--- src/rtl/mem_bus_if.sv ---
// CPU data-port bus and character output stream for mem_bus.
// master = CPU/consumer side, slave = mem_bus.
interface mem_bus_if;
    logic [31:0] Addr;
    logic [31:0] WriteData;
    logic        MemWrite;
    logic [31:0] ReadData;
    logic [7:0]  out_data;
    logic        out_valid;
    logic        out_ready;
    logic        done;

    modport master (
        output Addr, WriteData, MemWrite, out_ready,
        input  ReadData, out_data, out_valid, done
    );

    modport slave (
        input  Addr, WriteData, MemWrite, out_ready,
        output ReadData, out_data, out_valid, done
    );
endinterface

--- src/rtl/mem_bus.sv ---
// Data RAM, TX character FIFO, STATUS and DONE registers on the CPU data bus.
// Define MEM_BUS_OVERFLOW_EN to build the sticky FIFO overflow flag.
module mem_bus #(
    parameter int N          = 6,
    parameter int FIFO_DEPTH = 8
) (
    input logic     clk,
    input logic     rst,
    mem_bus_if.slave bus
);
    localparam int AW = $clog2(FIFO_DEPTH);
    localparam logic [AW:0] DEPTH_C = (AW+1)'(FIFO_DEPTH);

    logic [31:0]   ram_q [2**N];
    logic [7:0]    fifo_q [FIFO_DEPTH];
    logic [AW-1:0] rptr_q, rptr_d;
    logic [AW-1:0] wptr_q, wptr_d;
    logic [AW:0]   cnt_q, cnt_d;
    logic          done_q, done_d;
    logic          ovf;

    logic          ram_sel, tx_sel, stat_sel, done_sel;
    logic          empty, full;
    logic          push_req, push, pop, drop;
    logic [N-1:0]  idx;
    logic [31:0]   rdata;
    logic          unused_addr;

    assign unused_addr = ^bus.Addr[1:0];

    assign ram_sel  = (bus.Addr[31:8] == 24'd0);
    assign tx_sel   = (bus.Addr[31:2] == 30'h40);
    assign stat_sel = (bus.Addr[31:2] == 30'h41);
    assign done_sel = (bus.Addr[31:2] == 30'h42);
    assign idx      = bus.Addr[N+1:2];

    assign empty    = (cnt_q == '0);
    assign full     = (cnt_q == DEPTH_C);
    assign pop      = ~empty & bus.out_ready;
    assign push_req = bus.MemWrite & tx_sel;
    // A push into a full FIFO still fits when the head leaves this cycle.
    assign push     = push_req & (~full | pop);
    assign drop     = push_req & full & ~pop;

`ifdef MEM_BUS_OVERFLOW_EN
    logic ovf_q, ovf_d;
    logic ovf_clr;

    assign ovf_clr = bus.MemWrite & stat_sel & bus.WriteData[3];
    // A drop in the same cycle as a clear wins, so no overflow is missed.
    assign ovf_d   = drop | (ovf_q & ~ovf_clr);
    assign ovf     = ovf_q;

    // Sticky overflow flag.
    always_ff @(posedge clk) begin
        if (!rst) ovf_q <= 1'b0;
        else      ovf_q <= ovf_d;
    end
`else
    logic unused_drop;
    assign unused_drop = drop;
    assign ovf         = 1'b0;
`endif

    // Next-state for FIFO pointers, occupancy and the done flag.
    always_comb begin
        wptr_d = push ? wptr_q + 1'b1 : wptr_q;
        rptr_d = pop  ? rptr_q + 1'b1 : rptr_q;
        cnt_d  = cnt_q;
        unique case ({push, pop})
            2'b10:   cnt_d = cnt_q + 1'b1;
            2'b01:   cnt_d = cnt_q - 1'b1;
            default: cnt_d = cnt_q;
        endcase
        done_d = done_q | (bus.MemWrite & done_sel & bus.WriteData[0]);
    end

    // Control state with synchronous active-low reset.
    always_ff @(posedge clk) begin
        if (!rst) begin
            wptr_q <= '0;
            rptr_q <= '0;
            cnt_q  <= '0;
            done_q <= 1'b0;
        end else begin
            wptr_q <= wptr_d;
            rptr_q <= rptr_d;
            cnt_q  <= cnt_d;
            done_q <= done_d;
        end
    end

    // FIFO storage; pushes in the reset cycle are ignored.
    always_ff @(posedge clk) begin
        if (rst && push) fifo_q[wptr_q] <= bus.WriteData[7:0];
    end

    // Data RAM, word writes, contents survive reset.
    always_ff @(posedge clk) begin
        if (bus.MemWrite && ram_sel) ram_q[idx] <= bus.WriteData;
    end

    // Load data mux: RAM, STATUS, or zero for everything else.
    always_comb begin
        rdata = '0;
        unique case (1'b1)
            ram_sel:  rdata = ram_q[idx];
            stat_sel: rdata = {28'b0, ovf, done_q, full, empty};
            default:  rdata = '0;
        endcase
    end

    assign bus.ReadData  = rdata;
    assign bus.out_data  = fifo_q[rptr_q];
    assign bus.out_valid = ~empty;
    assign bus.done      = done_q;
endmodule
--- src/flat_wrapper.sv ---
// flat-port wrapper written by rule: the top's interface ports become plain ports
module mem_bus_flat 
#(
    parameter int N          = 6,
    parameter int FIFO_DEPTH = 8
)
  (clk, rst, bus_Addr, bus_WriteData, bus_MemWrite, bus_out_ready, bus_ReadData, bus_out_data, bus_out_valid, bus_done);
  mem_bus_if bus_i ();
  input logic clk;
  input logic rst;
  input wire logic [$bits(bus_i.Addr)-1:0] bus_Addr;
  input wire logic [$bits(bus_i.WriteData)-1:0] bus_WriteData;
  input wire logic [$bits(bus_i.MemWrite)-1:0] bus_MemWrite;
  input wire logic [$bits(bus_i.out_ready)-1:0] bus_out_ready;
  output wire logic [$bits(bus_i.ReadData)-1:0] bus_ReadData;
  output wire logic [$bits(bus_i.out_data)-1:0] bus_out_data;
  output wire logic [$bits(bus_i.out_valid)-1:0] bus_out_valid;
  output wire logic [$bits(bus_i.done)-1:0] bus_done;
  assign bus_i.Addr = bus_Addr;
  assign bus_i.WriteData = bus_WriteData;
  assign bus_i.MemWrite = bus_MemWrite;
  assign bus_i.out_ready = bus_out_ready;
  assign bus_ReadData = bus_i.ReadData;
  assign bus_out_data = bus_i.out_data;
  assign bus_out_valid = bus_i.out_valid;
  assign bus_done = bus_i.done;
  mem_bus #(.N(N), .FIFO_DEPTH(FIFO_DEPTH)) u_core (.clk(clk), .rst(rst), .bus(bus_i));
endmodule
--- config.mk ---
export PLATFORM = sky130hd
export DESIGN_NAME = mem_bus_flat
export DESIGN_NICKNAME = d
export VERILOG_FILES = /design/src/rtl/mem_bus_if.sv /design/src/rtl/mem_bus.sv /design/src/flat_wrapper.sv
export SDC_FILE = /design/constraint.sdc
export NUM_CORES = 2
export LEC_CHECK = 0
export ABC_AREA = 1
export CORE_MARGIN = 5
export CORE_UTILIZATION = 50
export CTS_BUF_LIST = sky130_fd_sc_hd__clkbuf_8
export DETAILED_ROUTE_END_ITERATION = 8
export HOLD_SLACK_MARGIN = 0.06
export PLACE_DENSITY_LB_ADDON = 0.25
export SLEW_MARGIN = 20
export SYNTH_ARGS = -nofsm -noshare
export SYNTH_HDL_FRONTEND = slang
export SYNTH_SLANG_ARGS = --single-unit
--- constraint.sdc ---
create_clock -name clk -period 5.47 [get_ports clk]
set_input_delay 1.3675 -clock clk [delete_from_list [all_inputs] [get_ports clk]]
set_output_delay 1.3675 -clock clk [all_outputs]
set_load 0.02 [all_outputs]
==> metrics <==
Post-Syn Instances between 7000 and 8000; non-filler cells in the finished layout around 10000; Critical Path RT 4100 ps; maximum fanout along the worst path 28; Final setup violation count 0; GP Congestion 0.828; CTS tree built; top cells by area, synth edfxtp_1, nand2_1, nor2_1; share of layout cells above drive strength 1 11.0%; Filler cells about 14000; Max Fclk roughly 180 MHz; Worst EP arrival about 4000 ps; Post-Syn Area 85300 um^2; Ys Warns 0; H-tree Lvls 5; Avg WL per Cell between 20 and 25 um; Final Hold Fails 0; HP Class reg -> reg; post-synthesis register bit count 2126; slowest stage delay, CP 620 ps; total vias in the final route around 57000; Seq. cell area 63700 um^2; Placed Cells 9395; top_reg_cell synth edfxtp_1; worst-case clock buffer depth 4; clk_skew 12.0 ps; dpl hpwl 137000 um; DRT antenna net count 0; CTS Buf Count 359; sequential-to-total area share from yosys stat 74.7%; fin crit period 5410 ps; largest net degree at the start of global routing just over 80; Ports 110; DRT iter0 DRCs 6866; Initial Utilization 50.3%; Vias/cell 5.66; Sum Neg Setup Slack 0 ps; Cell Pwr Density between 300 and 400 nW/um^2; GRT Total Usage 26.9%; PnR worst setup slack 63.8 ps; Hold-fix buffers, CTS 0; Clock Pin Slew Worst Setup and Hold Paths 60 ps; Final Cycle Share 98.8%; maximum vdd drop between 200 and 300 uV; die footprint roughly 180000 um^2; slew margin rel. 30.2%; final core occ 57.7%; setup slack, reg-to-reg 2790 ps; Synth async-reset ratio 0%; overflow left after global routing 0; CP max stage cell clkdlybuf4s50_1; Pins Over Slew Limit 0; die height 423 um; top-area cell type share of the netlist area 74.4%; CP Class in -> out; Post-synth EDFFs about 2100; WL final 246000 um; area of the multi-input gates between 15000 and 20000 um^2; initial antenna violation count 11; drt pass-1 iters 6; first-pass GRT wire length 357000 um; core footprint 169000 um^2; outcome finished clean; final net count 7622; port bufs 107; Layout area overhead 14.6%; DRC viols 0; critical path's most frequent cell nand2_1; Die Span X 423 um; Unique masters post-synth 36; later-pin clock latency in the skew report roughly 1000 ps; Rows 151; vias in the first global route ~55000; MaxCap Viol Count 0; Worst-Margin Slew 1050 ps; pre-CTS WS -68.7 ps; crit path cell chain buf_12, inv_16, nor2_8, buf_12, buf_12, buf_4, nand2_1, nand3_1, nand2_1, nand2_1, clkinv_1, nand2_1, nand2_1, nand2_1, nor2_4, nor2_1, clkdlybuf4s50_1; dominant cell type by area after synthesis edfxtp_1; CP Launch Type input port; Critical Path End Type output port; root buf cell clkbuf_8; CTS sink cnt 2126; leakage 35.8 nW; Avg Cell Area, Syn 12.0 um^2; syn nets 7199
worst paths after layout:
kind                    from              end  depth (start not counted)
max reg2reg  u_core.cnt_q[1]  u_core.cnt_q[3]                         12
min reg2reg  u_core.bus.done  u_core.bus.done                          2
min          u_core.bus.done  u_core.bus.done                          2
max              bus_Addr[2]  bus_ReadData[5]                         17
metal layers:
metal	global-route usage [%]	routed length [um]	up-vias
met5	0	0	-
met4	10.5	9500	0
met3	4.47	21400	518
met2	44.0	118000	2856
met1	36.3	97000	27700
li1	-	-	25500
synth_stat cells (8+ instances only):
| cell type | instances |
|---|---|
| o211ai_1 | 78 |
| buf_6 | 30 |
| clkinv_1 | 14 |
| buf_4 | 30 |
| edfxtp_1 | 2112 |
| clkbuf_1 | 164 |
| o21ai_1 | 128 |
| nand3_1 | 356 |
| buf_1 | 27 |
| o22ai_1 | 8 |
| inv_1 | 280 |
| nor2_1 | 715 |
| nand3b_1 | 47 |
| nand4_1 | 69 |
| dfxtp_1 | 14 |
| a31oi_1 | 8 |
| nand2_1 | 2234 |
| o21ai_0 | 350 |
| a21oi_1 | 299 |
| buf_2 | 132 |
state kept, by name, indices dropped and copies added, names as in the netlist, named ones only:
signal and cells:
u_core.ram_q 2048, u_core.fifo_q 64, u_core.cnt_q 4, u_core.rptr_q 3, u_core.wptr_q 3, u_core.bus.done 1
worst max-delay path, delay by kind of cell:
kind	cells	cell delay (ps)
buf+inv	7	1680
simple gates	10	900
final cells by class:
| class | instances | area share [%] |
|---|---|---|
| Timing Repair Buffer | 446 | 5.18 |
| Clock inverter | 234 | 1.10 |
| Antenna cell | 3 | 0.00768 |
| Clock buffer | 361 | 5.08 |
| Tap cell | 2218 | 2.84 |
| Multi-Input combinational cell | 4318 | 19.5 |
| Sequential cell | 2126 | 65.2 |
| Inverter | 297 | 1.17 |
per-stage QoR:
step / total power [W] / hold slack, ps / instance area (um^2)
3_3_place_gp: 0.0207 / 450 / 91400
2_1_floorplan: 0.0195 / 433 / 85300
3_5_place_dp: 0.0208 / 466 / 91400
5_1_grt: 0.0340 / 492 / 97700
4_1_cts: 0.0331 / 474 / 97500
6_report: 0.0329 / 471 / 97700
cell usage in the layout, fill, tap and decap left out, types with 3 or more instances in the layout:
master and count:
buf_6 7, nor2_1 645, clkinvlp_4 8, nor3_1 5
nand3b_1 47, nor2_4 69, o22ai_1 8, inv_6 3
bufinv_16 5, clkbuf_8 361, a31oi_1 8, clkdlybuf4s50_1 47
nand4_1 69, o21ai_0 348, buf_12 114, dlymetal6s2s_1 11
diode_2 3, edfxtp_1 2112, buf_16 6, nand2_1 2231
dfxtp_1 14, dlygate4sd2_1 11, clkinv_2 20, clkinv_1 82
a21oi_1 299, buf_2 32, buf_4 216, inv_1 411
ha_1 5, o21ai_1 130, o211ai_1 78, nand3_1 356
nor2_2 3, nand4_2 3
power breakdown:
part | switching (W) | internal, W | total (W)
sequential | 0.0000293 | 0.0179 | 0.0180
clock | 0.00612 | 0.00631 | 0.0124
combinational | 0.00177 | 0.000741 | 0.00251
repair_timing:
item                       CTS  global route
setup endpoints to repair   17            19
cloned                       0             3
resized for setup           16            28
buffers inserted             2             5
pin swaps                    1             2
cells by family after synthesis:
family	share of synthesized area, %
AOI/OAI and AO/OA	5.37
xor gates and xnor gates	0.0205
adders and majority gates	0.0969
buffers and inverters	3.62
DFF	74.7
and+or+nand+nor	16.2
No activity file was read; power rests on OpenSTA's default activity.
